`src/rtl/mawg_step_sequencer.sv`:
```
// Step scheduler for the MAWG: walks a programmed table of {freq_ctrl, wave_sel, dwell}
// entries, holding each for its dwell time, optionally looping, with start/stop control.
module mawg_step_sequencer #(
  parameter int DEPTH   = 8,
  parameter int CTRL_W  = 32,
  parameter int DWELL_W = 24,
  parameter int IDX_W   = $clog2(DEPTH)
) (
  input  logic               clk,
  input  logic               rst_n,
  input  logic               wr_en,
  input  logic [IDX_W-1:0]   wr_addr,
  input  logic [CTRL_W-1:0]  wr_ctrl,
  input  logic [1:0]         wr_wave,
  input  logic [DWELL_W-1:0] wr_dwell,
  input  logic               start,
  input  logic               stop,
  input  logic               loop_en,
  input  logic [IDX_W-1:0]   last_idx,
  output logic               busy,
  output logic [CTRL_W-1:0]  freq_ctrl,
  output logic [1:0]         wave_sel,
  output logic [IDX_W-1:0]   step_idx,
  output logic               step_strobe,
  output logic               done
);

  typedef enum logic [1:0] {IDLE, FETCH, DWELL} state_t;

  state_t             state, state_nxt;
  logic [CTRL_W-1:0]  tbl_ctrl  [DEPTH];
  logic [1:0]         tbl_wave  [DEPTH];
  logic [DWELL_W-1:0] tbl_dwell [DEPTH];
  logic [IDX_W-1:0]   idx, idx_nxt, last_lat;
  logic               loop_lat;
  logic [DWELL_W-1:0] cnt, cnt_nxt;
  logic               latch_cfg, apply, done_nxt;

  // A zero dwell still occupies one DWELL cycle.
  function automatic logic [DWELL_W-1:0] dwell_floor(input logic [DWELL_W-1:0] d);
    return (d == '0) ? DWELL_W'(1) : d;
  endfunction

  always_ff @(posedge clk or negedge rst_n) begin
    if (!rst_n) begin
      for (int i = 0; i < DEPTH; i++) begin
        tbl_ctrl[i]  <= '0;
        tbl_wave[i]  <= '0;
        tbl_dwell[i] <= '0;
      end
    end else if (wr_en) begin
      tbl_ctrl[wr_addr]  <= wr_ctrl;
      tbl_wave[wr_addr]  <= wr_wave;
      tbl_dwell[wr_addr] <= wr_dwell;
    end
  end

  always_comb begin
    state_nxt = state;
    idx_nxt   = idx;
    cnt_nxt   = cnt;
    latch_cfg = 1'b0;
    apply     = 1'b0;
    done_nxt  = 1'b0;
    case (state)
      IDLE: begin
        if (start && !stop) begin
          latch_cfg = 1'b1;
          idx_nxt   = '0;
          state_nxt = FETCH;
        end
      end
      FETCH: begin
        if (stop) begin
          state_nxt = IDLE;
        end else begin
          apply     = 1'b1;
          cnt_nxt   = dwell_floor(tbl_dwell[idx]);
          state_nxt = DWELL;
        end
      end
      DWELL: begin
        if (stop) begin
          state_nxt = IDLE;
        end else if (cnt == DWELL_W'(1)) begin
          if (idx != last_lat) begin
            idx_nxt   = idx + IDX_W'(1);
            state_nxt = FETCH;
          end else if (loop_lat) begin
            idx_nxt   = '0;
            state_nxt = FETCH;
          end else begin
            done_nxt  = 1'b1;
            state_nxt = IDLE;
          end
        end else begin
          cnt_nxt = cnt - DWELL_W'(1);
        end
      end
      default: state_nxt = IDLE;
    endcase
  end

  always_ff @(posedge clk or negedge rst_n) begin
    if (!rst_n) begin
      state       <= IDLE;
      idx         <= '0;
      cnt         <= '0;
      last_lat    <= '0;
      loop_lat    <= 1'b0;
      freq_ctrl   <= '0;
      wave_sel    <= '0;
      step_idx    <= '0;
      step_strobe <= 1'b0;
      done        <= 1'b0;
    end else begin
      state       <= state_nxt;
      idx         <= idx_nxt;
      cnt         <= cnt_nxt;
      step_strobe <= apply;
      done        <= done_nxt;
      if (latch_cfg) begin
        last_lat <= last_idx;
        loop_lat <= loop_en;
      end
      // Outputs only move when a step is applied; they hold through IDLE and stop.
      if (apply) begin
        freq_ctrl <= tbl_ctrl[idx];
        wave_sel  <= tbl_wave[idx];
        step_idx  <= idx;
      end
    end
  end

  assign busy = (state != IDLE);

endmodule

```
`config.mk`:
```
export PLATFORM = sky130hd
export DESIGN_NAME = mawg_step_sequencer
export DESIGN_NICKNAME = d
export VERILOG_FILES = /design/src/rtl/mawg_step_sequencer.sv
export SDC_FILE = /design/constraint.sdc
export NUM_CORES = 1
export LEC_CHECK = 0
export CAP_MARGIN = 0
export CORE_UTILIZATION = 39
export DETAILED_ROUTE_END_ITERATION = 10
export PLACE_DENSITY = 0.59
export SLEW_MARGIN = 0
export SYNTH_ARGS = -nofsm -noshare
export SYNTH_HDL_FRONTEND = slang
export SYNTH_SLANG_ARGS = --single-unit
export TNS_END_PERCENT = 50
```
`constraint.sdc`:
```
create_clock -name clk -period 7.5 [get_ports clk]
set_clock_uncertainty 0.05 [all_clocks]
set_input_delay 2.25 -clock clk [delete_from_list [all_inputs] [get_ports clk]]
set_output_delay 2.25 -clock clk [all_outputs]
set_load 0.02 [all_outputs]
```
### Word-level counts from Yosys, hierarchy flattened

Index checks and enable logic that the tools add are counted.

* bits in latches: 0
* word-level logic and storage cells: 108
* ROM bits: 0
* bits in registers: 536
* input port bits: 70
* memories kept: 0
* bits in writable memories: 0

* bitwise operators: 2
* multiply operators: 0
* add/sub/neg operators: 2
* shifts and indexed selects: 0
* multiplexer cells: 45
* reduce and logical (&&, ||, !) cells: 11
* eq/ne operators: 11
* div/mod/pow operators: 0
* order comparisons: 3

Operators with widths (count)
* $bwmux 256: 1
* $bwmux 192: 1
* $mux 24: 7
* $bmux 32 s3: 1
* $demux 32 s3: 1
* $mux 32: 3
* $bmux 24 s3: 1
* $demux 24 s3: 1
* $pmux 24 s2: 1
* $eq 24x1->1 const B: 1
* $logic_not 24->1: 1
* $sub 24x1->24 const B: 1
* $bwmux 16: 1
* $mux 3: 5
* $mux 2: 7
* $mux 1: 11
* $ne 2x2->1 const B: 5
* $ge 4x4->1 const B: 2
* $not 3->4: 2
* $bmux 2 s3: 1
* $demux 2 s3: 1
* $ne 3x3->1 const B: 2
* $pmux 2 s3: 1
* $pmux 3 s2: 1
* other kinds (12): 15

### Depth between registers and ports, before layout

* depth in word-level cells: 8
* mapped depth: 10
* mapped depth without buffers: 8

### Worst setup path after synthesis

No wires, ideal clock.

* path kind: in2reg
* start point: in wr_addr[0]
* end point: reg tbl_dwell[134] (netlist name)
* setup slack: 3511 ps
* cell stages on the path: 5
* arrival: 3814 ps
* buffers on the path: 2
* path through: nand2b_1 > nor3b_1 > clkbuf_1 > buf_1 > mux2_2

* longest elaborated chain between the ends: 6
* elaborated cells between the ends (all ways): 7
* classes of those cells: order compare: 2; mux: 3; bitwise: 1; reduce/logical: 1

Ends and longest elaborated chain
* start: declaration: line 12 `input logic [IDX_W-1:0] wr_addr,`
* $not 3->4 (implied by the code) *: line 54 `tbl_dwell[wr_addr] <= wr_dwell;`
* $ge 4x4->1 (implied by the code) / $lt 4x1->1 (equally long branches): line 54
* $logic_and 1x1->1 (implied by the code): line 54
* $mux 24 (implied by the code): line 54
* $demux 24 s3 *: line 54
* $bwmux 192 *: line 54
* end signal: indexed assignment: line 54
* end: declaration: line 33 `logic [DWELL_W-1:0] tbl_dwell [DEPTH];`

Every way passes the cells marked *; elsewhere a longest branch is shown, timed or not.
A chain may end at the register's enable or synchronous reset.

### Worst setup path in the final report

* start point: in stop
* end point: reg cnt[0]

* longest elaborated chain between the ends: 2
* elaborated cells between the ends (all ways): 3
* classes of those cells: eq/ne: 2; reduce/logical: 1

Ends and longest elaborated chain
* start: declaration: line 17 `input logic stop,`
* $ne 2x2->1 (no source line)
* $reduce_and 4->1 (no source line) *
* end signal: assignment: line 119 `cnt <= cnt_nxt;`
* end: declaration: line 36 `logic [DWELL_W-1:0] cnt, cnt_nxt;`

Marked as above.

==> key figures <==
Yosys
  – Async S/R FF share, synth: 100%
  – Post-synth EDFFs: 0
  – Distinct cell type count of the synthesized netlist: 45
  – Synth Area per Inst: 14.6 um^2
  – Mapped Nets: 1702
  – Cell type with the highest aggregate area in the netlist: dfrtp_1
  – #FFs+latches synth: 536
  – Number of instances in the synthesized netlist: 1629
  – Cell Area, Synth: 23800 um^2
  – Cell types with the largest area share after synthesis: dfrtp_1 56%, mux2_2 22%, mux4_2 9.1%
  – Count of warnings emitted by yosys: 0
  – Fraction of post-synthesis cell area in the top cell type by area: 56.4%
  – Leading register cell type out of synthesis: dfrtp_1
  – Leading cell type by number of instances after synthesis: dfrtp_1
  – Share of synthesized area occupied by flip-flops and latches: 56.4%
  – Commonest cells in the synthesized netlist: 536 x dfrtp_1, 469 x mux2_2, 96 x mux4_2

Finish
  – Area overhead of the layout relative to synthesis: 16.6%
  – Count of inserted antenna diode cells: 0
  – Fraction of layout cells with a size suffix above 1: 40.1%
  – Layout Cell Area excl Fill: 27700 um^2
  – Net count reported at finish: 1790
  – Storage cell area: 13400 um^2
  – Area of combinational cells with multiple inputs: 9930 um^2
  – Fill count: 5415

Global route
  – M3 GR Usage: 2.54%
  – All-Layer GR Usage: 18.6%
  – Maximum number of pins on one net before global-route repair: 148
  – Met1 track demand over resource: 25.9%
  – GRT Residual Overflow: 0
  – Antenna violations before repair: 2
  – Layer with the highest usage after global routing: met2
  – Via count of the first global-routing pass: 15200
  – First-pass GRT wire length: 89.9 mm
  – Met2 layer usage reported by global route: 30.3%

Clocking
  – H-Tree Level Count: 2
  – CTS Buf Count: 57
  – Number of buffers on the longest clock path: 3
  – Number of hold-repair buffers added at the cts stage: 0
  – Clock tree root buffer cell: clkbuf_16
  – Post_cts resized: 0
  – Worst-skew pair later-pin latency: 610 ps
  – Number of post-CTS setup repair buffers: 0
  – Clock tree from TritonCTS: done
  – Clock transition at path regs: 60 ps
  – CTS Sinks: 536

Timing
  – Pins over their slew limit: 0
  – Worst slew margin: 27.3%
  – Transition time at the pin with the least slew margin: 1090 ps
  – Shortest clock period the worst path allows after layout: 4430 ps
  – Number of hold violations in the final report: 0
  – Part of the cycle the worst path needs: 59.1%
  – Sum of negative setup slack: 0 ps
  – Number of endpoints failing setup at the final stage: 0
  – Fmax achieved: 226 MHz
  – Unrepaired setup endpoints after global routing: no

Floorplanning
  – Starting utilization of the core area: 39.4%
  – Cell Rows: 90
  – I/O Pins: 110
  – Die Outline Area: 62000 um^2
  – Die boundary width: 249 um
  – Vertical die dimension: 249 um
  – Core Footprint: 60400 um^2

Power and ir drop
  – Power density cells: 311 nW/um^2
  – Peak supply drop: 0.000155 V
  – Power, Total: 8.64 mW
  – Leakage power: 11.3 nW

Worst setup path
  – Crit path DAT: 4920 ps
  – Crit path capture type: register
  – Critical path peak fanout: 71
  – Setup crit start kind: primary input
  – WP data required: 7990 ps
  – Classification of the worst setup path: in2reg

Routing
  – Via count: 14100
  – Remaining antenna violation count after routing: 0
  – Via density per instance: 5.55
  – DRC errors left: 0
  – Final wirelength: 56.4 mm
  – Pre-antenna DRT Iters: 5
  – Detailed router's first-iteration violation count: 738
  – Routed wirelength normalized by instance count: 22.2 um

Worst hold path
  – Class of the tightest hold or removal check: reg2reg

Flow run
  – Number of max-cap violations: 0

Placed design
  – Global placement routability congestion: 0.816
  – Instance area after placement: 25700 um^2
  – Placed wire-length estimate: 31.9 mm
  – Buffers on Ports: 109

Status
  – Run status: finished, final reports clean
[path summary, 6_finish.rpt]
path	start	slack [ps]	cells after the start	to
setup / recovery	stop	3070	7	cnt[0]
hold reg to reg	step_idx[1]	450	2	step_idx[1]
setup reg to reg	idx[0]	3740	6	cnt[0]
hold / removal	step_idx[1]	450	2	step_idx[1]
max in group asynchronous	rst_n	4540	2	tbl_ctrl[130]
min in group asynchronous	rst_n	1600	1	last_lat[0]
[metrics by stage]
stage	setup slack (ps)	hold slack [ps]	util, %	cells
2_1_floorplan	3510	408	-	1629
3_3_place_gp	2480	419	42.6	2440
3_5_place_dp	2440	427	42.6	2440
4_1_cts	3070	441	46.0	2545
5_1_grt	3060	455	46.0	2545
6_report	3070	446	46.0	2545
[cell families after synthesis]
group / after synthesis / share of synthesized area, %
XOR/XNOR: 3 / 0.110
adder cells (fa/ha/maj): 3 / 0.158
buffers and inverters: 114 / 2.02
AND/OR/NAND/NOR: 207 / 4.03
flip-flops: 536 / 56.4
multiplexers: 610 / 33.2
AO/OA/AOI/OAI: 156 / 4.13
[final cells by class]
| type | count | area share [%] |
|---|---|---|
| clock inverters | 14 | 0.740 |
| clock buffers | 91 | 6.48 |
| well taps | 782 | 3.53 |
| inverters | 6 | 0.0902 |
| repair buffers | 137 | 4.98 |
| multi-input cells | 979 | 35.8 |
| flip-flops and latches | 536 | 48.4 |
[layer usage]
layer / vias to the layer above / wire length, um / part of all wire [%]
met1: 7556 / 26200 / 46
met5: - / 23 / 0.041
met2: 233 / 27200 / 48
met3: 93 / 1830 / 3.2
li1: 6227 / - / -
met4: 4 / 1200 / 2.1
[critical path, stage by stage]
cell             delay, ps
clkdlybuf4s50_1        560
nor2b_1                230
nor2b_4                170
buf_4                  720
nand2_1                150
nor4_1                 610
a32o_1                 230
[cell usage in the layout (no fill, tap or decap), drive strengths merged, types with 3 or more instances in the layout]
cell type	Yosys	layout
xor2	3	3
dfrtp	536	536
a21oi	31	31
bufinv	0	5
nand4b	3	3
nand2	90	90
o22ai	28	28
or4	6	6
nor4	6	6
o31ai	3	3
nor2	53	53
nand3	3	3
nor2b	3	3
a31oi	35	35
or3	7	7
nand2b	5	5
o21ai	31	31
mux2	469	469
clkbuf	56	91
nor3b	3	3
a22o	14	14
clkdlybuf4s50	0	108
o2bb2ai	5	5
a32o	3	3
inv	5	7
mux4	96	96
ha	3	3
mux2i	45	45
buf	52	29
nor3	14	14
nand4	7	7
or2	4	4
clkinv	1	7
[sequential cells by signal (all words and copies together), names as in the netlist]
signal	count
cnt	24
tbl_ctrl	256
step_idx	3
wave_sel	2
state	2
loop_lat	1
idx	3
last_lat	3
tbl_dwell	192
freq_ctrl	32
step_strobe	1
tbl_wave	16
done	1
[where the power goes]
part | total, mW | switching, mW | internal [mW]
logic | 1.69 | 0.692 | 0.998
clock network | 2.95 | 1.15 | 1.80
registers | 4.00 | 0.417 | 3.58
total | 8.64 | 2.26 | 6.38
(Power assumes the default switching activity.)
